[src/rtl/fuzz_ctrl_pkg.sv]
// Shared types for the fuzz round controller: FSM state encoding, round result
// codes and counter widths.
package fuzz_ctrl_pkg;

  typedef enum logic [2:0] {
    ST_IDLE = 3'd0,
    ST_HOLD = 3'd1,
    ST_RUN  = 3'd2,
    ST_HALT = 3'd3,
    ST_LOAD = 3'd4,
    ST_DONE = 3'd5
  } state_t;

  typedef enum logic [1:0] {
    RES_NONE    = 2'd0,
    RES_PASS    = 2'd1,
    RES_TIMEOUT = 2'd2
  } result_t;

  localparam int CNT_W = 24;
  localparam int CYC_W = 64;

endpackage

[src/rtl/fuzz_stall_mon.sv]
// Coverage-stall and tohost watchdog monitor; raises the software interrupt
// when coverage stops moving or the DUT goes quiet for too long.
module fuzz_stall_mon import fuzz_ctrl_pkg::*; #(
  parameter int COV_W      = 30,
  parameter int MAX_WAIT   = 1000,
  parameter int WDOG_LIMIT = 50000
) (
  input  logic             clock,
  input  logic             reset,
  input  logic             clear,
  input  logic             run,
  input  logic             run_next,
  input  logic             pass,
  input  logic [COV_W-1:0] cov,
  output logic             interrupt
);

  localparam logic [CNT_W-1:0] WDOG_LIM = CNT_W'(WDOG_LIMIT);

  logic [CNT_W-1:0] stall_q, stall_d;
  logic [CNT_W-1:0] wdog_q, wdog_d;
  logic [CNT_W-1:0] thresh;
  logic [COV_W-1:0] cov_prev_q;
  logic             irq_d;

  function automatic logic [CNT_W-1:0] sat_inc(input logic [CNT_W-1:0] v);
    return (v == {CNT_W{1'b1}}) ? v : v + CNT_W'(1);
  endfunction

  // Threshold scales with coverage magnitude; the product wraps at counter width.
  always_comb begin
    thresh = CNT_W'(MAX_WAIT) * (CNT_W'(cov >> 19) + CNT_W'(1));
    stall_d = stall_q;
    wdog_d  = wdog_q;
    if (run) begin
      stall_d = (cov != cov_prev_q) ? '0 : sat_inc(stall_q);
      wdog_d  = pass ? '0 : sat_inc(wdog_q);
    end
    irq_d = run_next && ((stall_d >= thresh) || (wdog_d >= WDOG_LIM));
  end

  always_ff @(posedge clock) begin
    if (!reset || clear) begin
      stall_q    <= '0;
      wdog_q     <= '0;
      cov_prev_q <= '0;
      interrupt  <= 1'b0;
    end else begin
      stall_q   <= stall_d;
      wdog_q    <= wdog_d;
      interrupt <= irq_d;
      if (run) cov_prev_q <= cov;
    end
  end

endmodule

[src/rtl/fuzz_round_ctrl.sv]
// Fuzzing round sequencer: holds the DUT in reset, runs it until pass or
// timeout, hands the coverage snapshot to the host, then reloads or stops.
module fuzz_round_ctrl import fuzz_ctrl_pkg::*; #(
  parameter int COV_W      = 30,
  parameter int MAX_CYCLES = 200000,
  parameter int MAX_WAIT   = 1000,
  parameter int WDOG_LIMIT = 50000,
  parameter int RST_HOLD   = 8
) (
  input  logic             clock,
  input  logic             reset,
  input  logic             start,
  input  logic [63:0]      tohost,
  input  logic [COV_W-1:0] cov,
  input  logic             cov_ack,
  input  logic             cov_cont,
  input  logic             load_done,
  output logic             dut_reset,
  output logic             clk_en,
  output logic             interrupt,
  output logic             cov_req,
  output logic [COV_W-1:0] cov_snap,
  output logic [1:0]       result,
  output logic             load_req,
  output logic             busy
);

  localparam int                HOLD_W    = (RST_HOLD > 1) ? $clog2(RST_HOLD) : 1;
  localparam logic [HOLD_W-1:0] HOLD_LAST = HOLD_W'(RST_HOLD - 1);
  localparam logic [CYC_W-1:0]  CYC_MAX   = CYC_W'(MAX_CYCLES);

  state_t             state_q, state_d;
  logic [HOLD_W-1:0]  hold_cnt_q;
  logic [CYC_W-1:0]   cyc_q, cyc_inc;
  result_t            res_q;
  logic [COV_W-1:0]   snap_q;
  logic               pass, timeout;
  logic               hold_entry, halt_entry;
  logic               unused_tohost;

  assign unused_tohost = ^tohost[63:1];

  always_ff @(posedge clock) begin
    if (!reset) state_q <= ST_IDLE;
    else        state_q <= state_d;
  end

  always_comb begin
    state_d   = state_q;
    cyc_inc   = cyc_q + CYC_W'(1);
    pass      = 1'b0;
    timeout   = 1'b0;
    dut_reset = 1'b1;
    clk_en    = 1'b0;
    cov_req   = 1'b0;
    load_req  = 1'b0;
    unique case (state_q)
      ST_IDLE: if (start) state_d = ST_HOLD;
      ST_HOLD: begin
        clk_en = 1'b1;
        if (hold_cnt_q == HOLD_LAST) state_d = ST_RUN;
      end
      ST_RUN: begin
        dut_reset = 1'b0;
        clk_en    = 1'b1;
        pass      = tohost[0];
        timeout   = cyc_inc > CYC_MAX;
        if (pass || timeout) state_d = ST_HALT;
      end
      ST_HALT: begin
        dut_reset = 1'b0;
        cov_req   = 1'b1;
        if (cov_ack) state_d = cov_cont ? ST_LOAD : ST_DONE;
      end
      ST_LOAD: begin
        load_req = 1'b1;
        if (load_done) state_d = ST_HOLD;
      end
      ST_DONE: state_d = ST_DONE;
      default: state_d = ST_IDLE;
    endcase
  end

  assign hold_entry = (state_d == ST_HOLD) && (state_q != ST_HOLD);
  assign halt_entry = (state_d == ST_HALT) && (state_q == ST_RUN);

  // Round bookkeeping: hold timer, cycle counter, result and coverage snapshot.
  always_ff @(posedge clock) begin
    if (!reset) begin
      hold_cnt_q <= '0;
      cyc_q      <= '0;
      res_q      <= RES_NONE;
      snap_q     <= '0;
    end else begin
      if (hold_entry) begin
        hold_cnt_q <= '0;
        cyc_q      <= '0;
        res_q      <= RES_NONE;
      end else begin
        if (state_q == ST_HOLD) hold_cnt_q <= hold_cnt_q + HOLD_W'(1);
        if (state_q == ST_RUN)  cyc_q      <= cyc_inc;
      end
      if (halt_entry) begin
        res_q  <= pass ? RES_PASS : RES_TIMEOUT;
        snap_q <= cov;
      end
    end
  end

  assign result   = res_q;
  assign cov_snap = snap_q;
  assign busy     = (state_q != ST_IDLE) && (state_q != ST_DONE);

  fuzz_stall_mon #(
    .COV_W      (COV_W),
    .MAX_WAIT   (MAX_WAIT),
    .WDOG_LIMIT (WDOG_LIMIT)
  ) u_stall_mon (
    .clock     (clock),
    .reset     (reset),
    .clear     (hold_entry),
    .run       (state_q == ST_RUN),
    .run_next  (state_d == ST_RUN),
    .pass      (tohost[0]),
    .cov       (cov),
    .interrupt (interrupt)
  );

endmodule

[config.mk]
export PLATFORM = sky130hd
export DESIGN_NAME = fuzz_round_ctrl
export DESIGN_NICKNAME = d
export VERILOG_FILES = /design/src/rtl/fuzz_ctrl_pkg.sv /design/src/rtl/fuzz_stall_mon.sv /design/src/rtl/fuzz_round_ctrl.sv
export SDC_FILE = /design/constraint.sdc
export NUM_CORES = 1
export LEC_CHECK = 0
export BUFFER_PORTS_ARGS = -buffer_cell sky130_fd_sc_hd__buf_2
export CORE_MARGIN = 4
export CORE_UTILIZATION = 50
export CTS_BUF_LIST = sky130_fd_sc_hd__clkbuf_4
export DETAILED_ROUTE_END_ITERATION = 16
export MAX_ROUTING_LAYER = met4
export PLACE_DENSITY = 0.7
export SYNTH_ARGS = -nofsm -noshare
export SYNTH_HDL_FRONTEND = slang
export SYNTH_HIERARCHICAL = 1
export SYNTH_SLANG_ARGS = --single-unit
export TNS_END_PERCENT = 10
[constraint.sdc]
create_clock -name clock -period 9.4 [get_ports clock]
set_clock_uncertainty 0.2 [all_clocks]
set_input_delay 0.94 -clock clock [delete_from_list [all_inputs] [get_ports clock]]
set_output_delay 0.94 -clock clock [all_outputs]
set_load 0.02 [all_outputs]
**After elaboration in Yosys (flattened, before gate mapping)**

Cells that the tools add are included.

- Flip-flop bits (word level): 181
- Input port bits: 100
- Output and inout bits: 38

- Add/subtract/negate cells: 5
- Multiply operators: 1
- Order comparisons: 3
- Equal/unequal tests: 14
- Mux-type cells: 21
- Bitwise gates (word level): 1
- Reductions and logical operators: 14

Operator list:

| cell | number |
|---|---|
| 24-bit two-way mux | 6 |
| 64-bit by 1-bit adder with 64-bit output, second input constant | 1 |
| 64-bit by 18-bit greater-than comparator with 1-bit output, second input constant | 1 |
| 24-bit by 1-bit adder with 24-bit output, second input constant | 2 |
| 24-bit == test, second input constant | 2 |
| 30-bit != test | 1 |
| 24-bit by 16-bit greater-or-equal comparator with 1-bit output, second input constant | 1 |
| 24-bit greater-or-equal comparator | 1 |
| 7-bit by 24-bit multiplier with 21-bit output, first input constant | 1 |
| 3-bit case mux with 6 select lines | 1 |
| 3-bit two-way mux | 5 |
| 11-bit by 1-bit adder with 12-bit output, second input constant | 1 |
| 3-bit by 2-bit == test with 1-bit output, second input constant | 4 |
| 3-bit == test, second input constant | 3 |
| 3-bit by 1-bit == test with 1-bit output, second input constant | 2 |
| 1-bit two-way mux | 6 |
| 2-bit two-way mux | 3 |
| 2-bit OR reduction | 3 |
| 1-bit logical AND | 4 |
| 3-bit by 1-bit adder with 3-bit output, second input constant | 1 |
| 3-bit logical NOT | 1 |
| 1-bit logical OR | 3 |
| 3-bit by 1-bit != test with 1-bit output, second input constant | 1 |
| 3-bit != test, second input constant | 1 |
| other kinds (4) | 4 |

**Longest topological paths before layout**

- Depth after elaboration: 9
- Mapped depth: 31
- Mapped depth without buffers: 31

**By module**

The synthesis kept the hierarchy.

Modules (own cells, without submodules):

| module | times used | cells each | area each (um^2) | seq. area each (um^2) |
|---|---|---|---|---|
| fuzz_stall_mon | 1 | 803 | 6855.3 | 1581.5 |
| fuzz_round_ctrl | 1 | 759 | 5939.4 | 2042.0 |

**Worst setup path after synthesis**

OpenSTA, ideal clock, no wires.

- Path kind: input -> register
- Start point: in cov[21]
- End point: reg u_stall_mon.interrupt
- Library setup time: 0.064 ns
- Arrival time: 7.296 ns
- Data required time: 9.136 ns
- Path slack: 1.841 ns
- Stages: 30
- Path buffers: 1
- Cells stage by stage: clkbuf_1 -> nand3_1 -> nor2_1 -> nand2_1 -> xor2_1 -> inv_1 -> ha_1 -> inv_1 -> fa_1 -> inv_1 -> fa_1 -> inv_1 -> fa_1 -> inv_1 -> ha_1 -> or3_1 -> o2111ai_1 -> nand3_1 -> o41ai_1 -> o2111ai_1 -> a21oi_1 -> xnor2_1 -> ha_1 -> nand4_1 -> nor4_1 -> o211ai_1 -> a311oi_2 -> a22oi_1 -> a41o_1 -> nand3_1

- Cells in the longest elaborated chain, start to end: 6

Ends and longest elaborated chain:

| what | RTL line | RTL |
|---|---|---|
| start: declaration | fuzz_round_ctrl.sv:14 | `input logic [COV_W-1:0] cov,` |
| parallel branches: the longest is 3 deep, another holds 7-bit by 24-bit multiplier with 21-bit output | - |  |
| 24-bit greater-or-equal comparator (*) | fuzz_stall_mon.sv:39 | `irq_d = run_next && ((stall_d >= thresh) \|\| (wdog_d >= WDOG_LIM));` |
| 1-bit logical OR (*) | fuzz_stall_mon.sv:39 |  |
| 1-bit logical AND (*) | fuzz_stall_mon.sv:39 |  |
| end signal: assignment | fuzz_stall_mon.sv:51 | `interrupt <= irq_d;` |
| end: declaration | fuzz_stall_mon.sv:15 | `output logic interrupt` |

Mark *: on every way between the ends.
A chain may end at the register's enable or synchronous reset.

**Worst setup path after layout**

- Start point: in cov[19]
- End point: reg u_stall_mon.interrupt

Same word-level chain as after synthesis.

==> run_results.csv <==
group,metric,value,unit
placement,place_inst,1890,
sta,hold_ws,270.7,ps
cells_and_area,area_growth,6.278,%
pwr,power_leakage,5.107,nW
sta,max_freq,124.5,MHz
die,core-area,0.02518,sq mm
setup_path,r2r_setup_slack,3650,ps
drt,drt_pre_antenna_iters,6,
sta,hold_viol,0,
clock_network,clkTransAtPathRegs,190,ps
pwr,ir_worst_vdd,0.1610,mV
cells_and_area,final_cells,1925,
clock_network,cts.sinks,181,
placement,place.gp.congestion,0.9376,
setup_path,end_kind,"flip-flop",
sta,rsz0062_at_grt,"no",
clock_network,cts_resized,0,
setup_path,crit_type,"in -> reg",
sta,setup_viol,0,
drt,dr_total_vias,10960,
synthesis,synth_top_area_share,28.32,%
setup_path,worstSetupStartpoint,"cov[19]",
drt,wl,30010,um
die,die_x,168.0,um
pwr,p_per_area,162.1,mW/mm^2
die,die_h,168.0,um
die,io_pins,138,
worst_hold_path,hp-class,"reg -> reg",
sta,fin_crit_sh,85.42,%
setup_path,start_kind,"primary input",
setup_path,path_delay_family,"adder cells",
clock_network,cts_tree,"done",
synthesis,synth_edf_count,0,
global_routing,grt_util_all_layers,21.61,%
synthesis,synthArstFlopShare,0,%
sta,tightest_slew,838.6,ps
drt,drc_errors,0,
cells_and_area,drive_above_1_share,9.548,%
global_routing,grt_pass1_wl,49900,um
synthesis,synth_cell_type_count,85,
setup_path,cp_slowest_stage_delay,590,ps
synthesis,synth_seq_cells,181,
synthesis,syn-mean-instance-area,8.191,sq um
die,die_area,0.02821,sq mm
drt,drtIter0Drc,792,
synthesis,synth_area_leaders,"dfxtp_1 (28%), ha_1 (6.5%), xor2_1 (6.3%)",
sta,period_minus_slack,8029,ps
worst_hold_path,min_path_cells,2,
global_routing,antenna_found_initial,3,
synthesis,synth_nets,1760,
setup_path,crit_buf_inv,5,
setup_path,reg2reg_depth,14,
die,start_util,50.81,%
clock_network,cts_inserted_buffers,17,
worst_hold_path,hold_start,"cov_snap[6]",
global_routing,grt_start_max_net_pins,71,
synthesis,yosys_most_used_dff,"dfxtp_1",
synthesis,synth_cells,1562,
clock_network,clk_latency,610,ps
clock_network,hold_buffers,0,
setup_path,crit_fanout,12,
clock_network,cts_setup_buffers,0,
drt,ant_nets,0,
setup_path,r2r_start,"cyc_q[4]",
clock_network,cts_buffer_depth,2,
clock_network,cts-root-buf,"clkbuf_4",
drt,wl_per_cell,15.59,um
synthesis,synth-seq-area-share,28.32,%
sta,finalSetupTns,0,ps
synthesis,syn_area,0.01279,sq mm
worst_hold_path,hold_end,"cov_snap[6]",
synthesis,ys_warn_count,6,
setup_path,cp.arrival,8370,ps
sta,relSlewSlack,43.96,%
placement,dp_hpwl,22360,um
synthesis,synthTopCellsByCount,"dfxtp_1 (181), nor2_1 (180), nand2_1 (167), xor2_1 (92), xnor2_1 (90)",
die,rows,58,
setup_path,cp_slowest_cell,"nor4_1",
placement,port_buffers,74,
setup_path,cp.required,9740,ps
status,outcome,"complete, no violations",
global_routing,grt_pass1_vias,10160,
flow_run,maxCapViolCount,0,
synthesis,post-synth-top-count-cell,"dfxtp_1",
pwr,fin_total_pwr,0.002204,W
cells_and_area,fin_nets,1777,
setup_path,regToRegEndpoint,"u_stall_mon/interrupt",
synthesis,synth_top_cell_by_area,"dfxtp_1",
global_routing,grt_overflow,0,
drt,viasPerCell,5.691,
clock_network,cts_max_level,4,
sta,drv_slew,0,
through the flow:
| step | area (sq um) | worst slack (ps) | utilization (%) |
|---|---|---|---|
| floorplan | 12790 | 1841 | - |
| CTS | 13590 | 1394 | 53.97 |
| global route | 13600 | 746.9 | 54.00 |
| detailed placement | 13240 | 793.4 | 52.56 |
| finish | 13600 | 1371 | 54.00 |
| global placement | 13240 | 899.1 | 52.56 |
report_power, final:
group / internal (W) / leakage [nW] / switching [W]
Sequential: 0.000769 / 1.46 / 0.000000906
Clock: 0.000158 / 0.181 / 0.000344
Combinational: 0.000399 / 3.47 / 0.000534
Total: 0.00133 / 5.11 / 0.000878
metal layers:
metal	wire length (um)	GRT usage (%)	share of wire (%)	vias up
li1	-	-	-	5464
met1	14080	28.94	47	5162
met2	13880	33.65	46	270
met3	1359	3.452	4.5	59
met4	697	6.951	2.3	0
met5	0	-	0	-
placed cells by master (no fill, tap or decap), types with 4 or more instances in the layout:
| cell | instances |
|---|---|
| a2111oi_0 | 4 |
| a211oi_1 | 6 |
| a21o_1 | 5 |
| a21oi_1 | 43 |
| a311oi_1 | 5 |
| a31oi_1 | 9 |
| and2_1 | 9 |
| and3_1 | 25 |
| and4_1 | 17 |
| buf_2 | 74 |
| buf_4 | 6 |
| clkbuf_4 | 17 |
| clkinv_8 | 8 |
| dfxtp_1 | 181 |
| fa_1 | 32 |
| ha_1 | 66 |
| inv_1 | 78 |
| mux2i_1 | 73 |
| nand2_1 | 166 |
| nand2b_1 | 14 |
| nand3_1 | 61 |
| nand4_1 | 59 |
| nor2_1 | 180 |
| nor2b_1 | 11 |
| nor3_1 | 51 |
| nor3b_1 | 5 |
| nor4_1 | 26 |
| o2111ai_1 | 4 |
| o211ai_1 | 4 |
| o21a_1 | 4 |
| o21ai_0 | 38 |
| or2_2 | 8 |
| or3_1 | 26 |
| or4_1 | 9 |
| xnor2_1 | 90 |
| xor2_1 | 92 |
worst max path at each step:
stage / cells after the start / to / slack (ps)
6_report: 29 / u_stall_mon/interrupt / 1370
5_1_grt: 31 / u_stall_mon/interrupt / 750
4_1_cts: 29 / u_stall_mon/interrupt / 1390
3_5_place_dp: 29 / u_stall_mon/interrupt / 790
3_3_place_gp: 31 / u_stall_mon/interrupt / 900
2_1_floorplan: 30 / u_stall_mon/interrupt / 1840
worst min-delay path, delay by kind of cell, from the launching register on:
family           cells  cell delay, ps
flip-flops           1             350
multiplexers         1              50
AND/OR/NAND/NOR      1              50
area by class of cell:
cell class,count,area (sq um)
clock buffers,17,127.6
diodes,3,7.507
fillers,2419,11580
multi-input cells,1220,8487
clock inverters,15,227.7
repair buffers,80,415.4
inverters,79,296.5
well taps,330,412.9
flip-flops and latches,181,3623
cells by family (layout without fill, tap and decap cells):
logic type / after synthesis / count (layout) / share of synthesized area [%]
XOR/XNOR: 182 / 182 / 12.46
AND/OR/NAND/NOR: 697 / 697 / 27.68
other: 0 / 3 / 0
multiplexers: 75 / 75 / 5.887
flip-flops: 181 / 181 / 28.32
AO/OA/AOI/OAI: 166 / 166 / 8.655
adder cells (fa/ha/maj): 100 / 100 / 11.62
buffers and inverters: 161 / 191 / 5.378
state kept, by name, indices dropped and copies added (netlist names):
signal                  cells
cyc_q                      64
cov_snap                   30
u_stall_mon/cov_prev_q     30
u_stall_mon/stall_q        24
u_stall_mon/wdog_q         24
hold_cnt_q                  3
state_q                     3
result                      2
u_stall_mon/interrupt       1
(Power assumes the default switching activity.)
